--- config.mk ---
export PLATFORM = sky130hd
export DESIGN_NAME = data_memory
export DESIGN_NICKNAME = d
export VERILOG_FILES = /design/src/rtl/data_memory_pkg.sv /design/src/rtl/data_memory_access_timer.sv /design/src/rtl/data_memory.sv
export SDC_FILE = /design/constraint.sdc
export NUM_CORES = 2
export LEC_CHECK = 0
export ABC_AREA = 1
export CORE_MARGIN = 5
export CORE_UTILIZATION = 35
export CTS_CLUSTER_SIZE = 25
export DETAILED_ROUTE_END_ITERATION = 16
export SLEW_MARGIN = 30
export SYNTH_ARGS = -nofsm -noshare
export SYNTH_HDL_FRONTEND = slang
export SYNTH_HIERARCHICAL = 1
export SYNTH_SLANG_ARGS = --single-unit
--- constraint.sdc ---
create_clock -name CLK -period 95.7 [get_ports CLK]
set_input_delay 28.71 -clock CLK [delete_from_list [all_inputs] [get_ports CLK]]
set_output_delay 28.71 -clock CLK [all_outputs]
set_load 0.03 [all_outputs]
--- src/rtl/data_memory_pkg.sv ---
// Shared definitions for the data memory: geometry, default latency, FSM
// state encoding and the request decode used at capture time.
package data_memory_pkg;

  localparam int DMEM_DEPTH         = 256;
  localparam int DMEM_AW            = 8;
  localparam int DMEM_DW            = 8;
  localparam int DMEM_ACCESS_CYCLES = 5;

  typedef enum logic [1:0] {
    IDLE = 2'd0,
    BUSY = 2'd1,
    DONE = 2'd2
  } dmem_state_t;

  typedef enum logic {
    OP_READ  = 1'b0,
    OP_WRITE = 1'b1
  } dmem_op_t;

  // Read wins when both request lines are high, so a conflicting request
  // can never corrupt the array.
  function automatic dmem_op_t decode_op(input logic rd, input logic wr);
    return (wr && !rd) ? OP_WRITE : OP_READ;
  endfunction

  function automatic logic is_conflict(input logic rd, input logic wr);
    return rd && wr;
  endfunction

endpackage

--- src/rtl/data_memory_access_timer.sv ---
// Down-counter that measures one memory access. Loaded on the capture edge,
// it raises expire for exactly the last busy cycle of the access.
module access_timer (
  input  logic       clk,
  input  logic       rst,
  input  logic       load,
  input  logic [3:0] cycles,
  output logic       expire
);

  logic [3:0] count;

  // The capture cycle is already one of the busy cycles, so the counter
  // only has to cover the remaining cycles-1 of them.
  always_ff @(posedge clk or posedge rst) begin
    if (rst) begin
      count <= 4'd0;
    end else if (load) begin
      count <= cycles - 4'd1;
    end else if (count != 4'd0) begin
      count <= count - 4'd1;
    end
  end

  assign expire = (count == 4'd1);

endmodule

--- src/rtl/data_memory.sv ---
// Byte-wide data memory seen by the cpu: one access in flight at a time,
// fixed latency reported through BUSYWAIT, registered READDATA.
module data_memory
  import data_memory_pkg::*;
#(
  parameter int ACCESS_CYCLES = DMEM_ACCESS_CYCLES,
  parameter int DEPTH         = DMEM_DEPTH
) (
  input  logic               CLK,
  input  logic               RESET,
  input  logic               READ,
  input  logic               WRITE,
  input  logic [DMEM_AW-1:0] ADDRESS,
  input  logic [DMEM_DW-1:0] WRITEDATA,
  output logic [DMEM_DW-1:0] READDATA,
  output logic               BUSYWAIT,
  output logic               PROTO_ERR,
  output dmem_state_t        dbg_state
);

  // Handshake: a request is the level READ|WRITE seen in IDLE; BUSYWAIT acts
  // as not-ready and is raised in that same cycle. The request is taken at
  // the edge closing that cycle; the cycle after BUSYWAIT falls (DONE) is
  // the ack, READDATA is valid there and the request lines are ignored.
  localparam logic [3:0] ACCESS_CYCLES_4 = 4'(ACCESS_CYCLES);

  dmem_state_t        state;
  dmem_state_t        next_state;
  logic               req;
  logic               capture;
  logic               complete;
  logic               expire;
  logic               busy_c;
  dmem_op_t           lat_op;
  logic [DMEM_AW-1:0] lat_addr;
  logic [DMEM_DW-1:0] lat_data;
  logic [DMEM_DW-1:0] mem [DEPTH];

  assign req      = READ | WRITE;
  assign capture  = (state == IDLE) && req;
  assign complete = (state == BUSY) && expire;

  access_timer u_timer (
    .clk    (CLK),
    .rst    (RESET),
    .load   (capture),
    .cycles (ACCESS_CYCLES_4),
    .expire (expire)
  );

  always_comb begin
    next_state = state;
    busy_c     = 1'b0;
    case (state)
      IDLE: begin
        busy_c = req;
        if (req) next_state = BUSY;
      end
      BUSY: begin
        busy_c = 1'b1;
        if (expire) next_state = DONE;
      end
      DONE: begin
        next_state = IDLE;
      end
      default: begin
        next_state = IDLE;
      end
    endcase
  end

  // The request decode is combinational from the cpu, so RESET must mask it.
  assign BUSYWAIT  = busy_c & ~RESET;
  assign dbg_state = state;

  always_ff @(posedge CLK or posedge RESET) begin
    if (RESET) begin
      state     <= IDLE;
      READDATA  <= '0;
      PROTO_ERR <= 1'b0;
      lat_op    <= OP_READ;
      lat_addr  <= '0;
      lat_data  <= '0;
    end else begin
      state <= next_state;
      if (capture) begin
        lat_op   <= decode_op(READ, WRITE);
        lat_addr <= ADDRESS;
        lat_data <= WRITEDATA;
        if (is_conflict(READ, WRITE)) PROTO_ERR <= 1'b1;
      end
      if (complete && lat_op == OP_READ) begin
        READDATA <= mem[lat_addr];
      end
    end
  end

  always_ff @(posedge CLK or posedge RESET) begin
    if (RESET) begin
      for (int i = 0; i < DEPTH; i++) begin
        mem[i] <= '0;
      end
    end else if (complete && lat_op == OP_WRITE) begin
      mem[lat_addr] <= lat_data;
    end
  end

endmodule

After elaboration in Yosys (flattened, before gate mapping)
Index checks and enable logic that the tools add are counted.
{"block": "word_totals", "regBits": 2080, "n_memories": 0, "inputBits": 20, "word_cells": 301, "ram_bits": 0, "mem_bits_ro": 0, "latchBits": 0}
{"block": "op_classes", "order_cmp": 2, "multipliers": 0, "muxes": 13, "bitwise": 5, "addsub": 1, "n_eq_ne": 4, "n_reduce_logical": 13, "div": 0, "shifts": 0}
{"operator": "bitwise mux 2048 bit", "count": 1}
{"operator": "binary-select mux 8 bit (select 8 bit)", "count": 1}
{"operator": "demux 8 bit (select 8 bit)", "count": 1}
{"operator": "two-way mux 8 bit", "count": 3}
{"operator": "greater-or-equal comparator 9 bit (second input constant)", "count": 1}
{"operator": "less-than comparator 9 x 1 -> 1 bit (second input constant)", "count": 1}
{"operator": "NOT 8 -> 9 bit", "count": 1}
{"operator": "two-way mux 4 bit", "count": 2}
{"operator": "logical AND 1 bit", "count": 7}
{"operator": "equality test 4 x 1 -> 1 bit (second input constant)", "count": 1}
{"operator": "two-way mux 2 bit", "count": 2}
{"operator": "!= test 2 bit (second input constant)", "count": 2}
{"operator": "one-hot mux 2 bit (2 select lines)", "count": 1}
{"operator": "AND reduction 2 bit", "count": 2}
{"operator": "nonzero test 4 bit", "count": 1}
{"operator": "subtractor 4 x 1 -> 4 bit (second input constant)", "count": 1}
{"operator": "equality test 2 x 1 -> 1 bit (second input constant)", "count": 1}
{"operator": "zero test 2 bit", "count": 1}
{"operator": "NOT 1 bit", "count": 2}
{"operator": "one-hot mux 1 bit (2 select lines)", "count": 1}
{"operator": "nonzero test 2 bit", "count": 1}
{"operator": "bitwise AND 1 bit", "count": 1}
{"operator": "zero test 1 bit", "count": 1}
{"operator": "two-way mux 1 bit", "count": 1}
{"operator": "OR 1 bit", "count": 1}

Longest topological paths before layout
{"block": "depth", "ltp_word": 6, "depth_mapped": 19, "ltp_nobuf": 15}

By module
Netlist, hierarchy kept.
{"mod": "data_memory", "area_per_inst_um2": 94206.6, "instances": 1, "seq_area_each_um2": 51949.8, "cells_per_inst": 12098}
{"mod": "access_timer", "area_per_inst_um2": 320.3, "instances": 1, "seq_area_each_um2": 100.1, "cells_per_inst": 46}

Least setup slack after synthesis
No wires, ideal clock.
{"block": "synth_timing", "path_type": "input -> output", "startpoint": "input port WRITE", "endpoint": "output port BUSYWAIT", "t_arrival_ns": 29.390, "required_ns": 66.990, "path_buffers": 0, "setup_slack_ns": 37.600, "cell_stages": 2, "cell_sequence": "o21ai_0 -> a21oi_1"}
{"block": "synth_via", "elab_chain_cells": 3}
{"item": "start: declaration", "line": "data_memory.sv:12", "rtl": "input logic WRITE,"}
{"item": "OR 1 bit", "line": "data_memory.sv:39", "rtl": "assign req = READ | WRITE;"}
{"item": "one-hot mux 1 bit (2 select lines)", "line": "data_memory.sv:54", "rtl": "case (state)"}
{"item": "bitwise AND 1 bit", "line": "data_memory.sv:73", "rtl": "assign BUSYWAIT = busy_c & ~RESET;"}
{"item": "end: declaration", "line": "data_memory.sv:16", "rtl": "output logic BUSYWAIT,"}
No other way between the ends.

Final worst setup path
Same ends and word-level chain as after synthesis.

==> results.json <==
{
  "outcome": "finished clean",
  "netlist_area_um2": 94500,
  "start_kind": "primary input",
  "skew_ns": 0.0331,
  "layout.nets": 11700,
  "drtAntennaViolNets": 0,
  "synthFlopType": "dfrtp_1",
  "pwr_density_cell_nw_per_um2": 23.0,
  "critical_path_class": "in2out",
  "slew_violations": 0,
  "finalCritPeriodShare_pct": 61.6,
  "pwr-share-comb_pct": 25.1,
  "drive_above_1_share_pct": 5.23,
  "critPathMaxFanout": 5,
  "post-route-min-period_ns": 58.98,
  "ctsHoldBuffers": 0,
  "yosysTopAreaCellShare_pct": 55.1,
  "gp_congestion": 0.833,
  "cellLeakagePower_nw": 48.8,
  "cts_tree": "yes",
  "io_pins": 32,
  "fill_cells": 27700,
  "slew_headroom_pct": 30.5,
  "grt_max_degree": 171,
  "power.switching_uw": 930,
  "dr.pass1.iters": 6,
  "drc": 0,
  "cts_root_buf": "clkbuf_16",
  "path_clk_slew_ns": 0.06,
  "syn_avg_cell_area_um2": 7.78,
  "placed_cells": 15000,
  "synthXorXnorAreaFrac_pct": 0.00927,
  "syn_to_final_growth_pct": 10.3,
  "power.internal_mw": 1.47,
  "antenna_found_initial": 9,
  "hp-class": "reg2reg",
  "synth_top_cell_by_area": "dfrtp_1",
  "synth_fa_ha_area_share_pct": 0.0529,
  "ys_warn_count": 6,
  "synth-simple-area-share_pct": 28.3,
  "swShare_pct": 38.8,
  "grt_pass1_vias": 73500,
  "setup_viol": 0,
  "rr_worst_depth": 19,
  "routed_wl_mm": 301,
  "r2r-start": "lat_addr[1]$_DFFE_PP0P_",
  "hpwl_mm": 169,
  "hold_viol_final": 0,
  "io_buffer_count": 31,
  "num_rows": 190,
  "holdPathStages": 2,
  "clkPwrFrac_pct": 36.6,
  "maxCapViolations": 0,
  "r2r-end": "READDATA[6]$_DFFE_PP0P_",
  "peakVddDrop_v": 0.0000313,
  "grt_usage_pct": 21.1,
  "grt_overflow": 0,
  "seqCellArea_um2": 52100,
  "cts.repair.resized": 0,
  "worstPathArrival_ns": 30.27,
  "end_kind": "output port",
  "vias": 78900,
  "place_ws_ns": 36.72,
  "dieArea_um2": 281000,
  "synth_cell_types": 31,
  "initial_core_util_pct": 35.2,
  "worstHoldStart": "mem[1174]$_DFFE_PP0P_",
  "worstPathRequired_ns": 66.99,
  "htree_levels": 4,
  "cts_sinks": 2080,
  "die_h_um": 530,
  "drt_iter0_markers": 8131,
  "async_flop_share_pct": 100,
  "coreArea_um2": 268000,
  "synth_top_family_by_area": "simple AND/OR/NAND/NOR gates",
  "numCtsBuffers": 220,
  "multiInputGateArea_um2": 38500,
  "worst_slack_ns": 36.72,
  "synth.area.top_cells": "dfrtp_1 55%, nand2_1 24%, o21ai_0 9.7%, clkbuf_1 2.0%, o21ai_1 2.0%",
  "viasPerCell": 5.13,
  "grt_pass1_wl_mm": 465,
  "clk_latency_ns": 0.88,
  "total_power_mw": 2.40,
  "whs_endpoint": "mem[1174]$_DFFE_PP0P_",
  "post_drt_wl_per_cell_um": 19.6,
  "post-cts-setup-buffers": 0,
  "die_w_um": 530,
  "netlist_instances": 12100,
  "fmax_ghz": 0.0170,
  "synth_edf_count": 0,
  "synth_compound_area_share_pct": 12.3,
  "ys_seq_area_share_pct": 55.1,
  "instances_no_fill": 15400,
  "tightest_slew_ns": 1.04,
  "worst_hold_slack_ns": 0.481,
  "cts_buffer_depth": 3,
  "synth_seq_cells": 2080,
  "finalSetupTns_ns": 0,
  "rsz0062_at_grt": "false",
  "r2r_slack_ns": 90.21,
  "muxShareOfSynthArea_pct": 0,
  "seq_power_share_pct": 38.3
}
registers in the layout (all words and copies together) (netlist names):
name / flops
lat_data: 8
lat_addr: 8
lat_op: 1
dbg_state: 2
PROTO_ERR: 1
mem: 2048
READDATA: 8
u_timer/count: 4
critical path, stage by stage:
cell	delay, ns
clkdlybuf4s50_1	0.44
o21ai_1	0.39
a21oi_1	0.12
clkdlybuf4s50_1	0.61
final cells by class:
| type | count | area share (%) |
|---|---|---|
| diodes | 2 | 0.00480 |
| flip-flops and latches | 2080 | 49.9 |
| clock buffers | 329 | 6.24 |
| clock inverters | 69 | 0.847 |
| well taps | 3552 | 4.26 |
| repair buffers | 153 | 1.48 |
| inverters | 47 | 0.286 |
| multi-input cells | 9148 | 37.0 |
power by group through the flow:
stage                     combinational, mW  clock, mW  sequential [mW]
after floorplan                       0.337          0            0.931
after global placement                0.596          0            0.934
after detailed placement              0.594          0            0.934
after CTS                             0.595      0.891            0.918
after global routing                  0.628      0.927            0.920
final                                 0.603      0.877            0.919
Yosys cell counts (4+ instances only):
library cell,number
nand2_2,33
nor2_2,9
inv_1,26
o21ai_1,369
buf_6,16
a21oi_1,125
nand3_1,175
buf_2,291
nand4_1,142
nor2_1,330
nand3_2,21
buf_1,41
clkinv_1,5
nand2_4,21
clkbuf_1,511
buf_4,15
inv_2,14
nand2_1,6046
nor2_4,27
dfrtp_1,2080
o21ai_0,1830
ha_1,4
kinds of logic after synthesis:
logic type | Yosys count
other cells | 2
xor+xnor | 1
flops | 2080
buf+inv | 922
fa+ha+maj | 4
simple gates | 6806
compound gates | 2329
placed cells by master (no fill, tap or decap), drive strengths merged, types with 4 or more instances in the layout:
master,instances
nand4,142
a21oi,125
nor2,366
inv,48
conb,8
buf,122
nand3,196
clkinvlp,7
ha,4
o21ai,2199
clkdlybuf4s50,31
clkinv,45
nand2,6100
clkbuf,329
dfrtp,2080
bufinv,16
worst max path at each step:
stage	start	to	depth (start not counted)
after global routing	WRITE	BUSYWAIT	4
final	WRITE	BUSYWAIT	4
after floorplan	RESET	PROTO_ERR$_DFFE_PP0P_	1
after detailed placement	WRITE	BUSYWAIT	4
after global placement	WRITE	BUSYWAIT	4
after CTS	WRITE	BUSYWAIT	4
through the flow:
step | util (%) | instance area (um2)
final | 38.9 | 104000
after global routing | 38.9 | 104000
after CTS | 38.8 | 104000
after detailed placement | 36.0 | 96700
after global placement | 36.0 | 96700
after floorplan | - | 94500
routing by layer:
layer,track usage [%],vias up,share of wire [%]
met5,0,-,0.0043
met4,6.75,2,3.3
met3,3.45,452,6.7
met2,32.5,2370,44
met1,30.5,38300,46
li1,-,37800,-
Note: power is estimated with default switching activity, not from simulation.
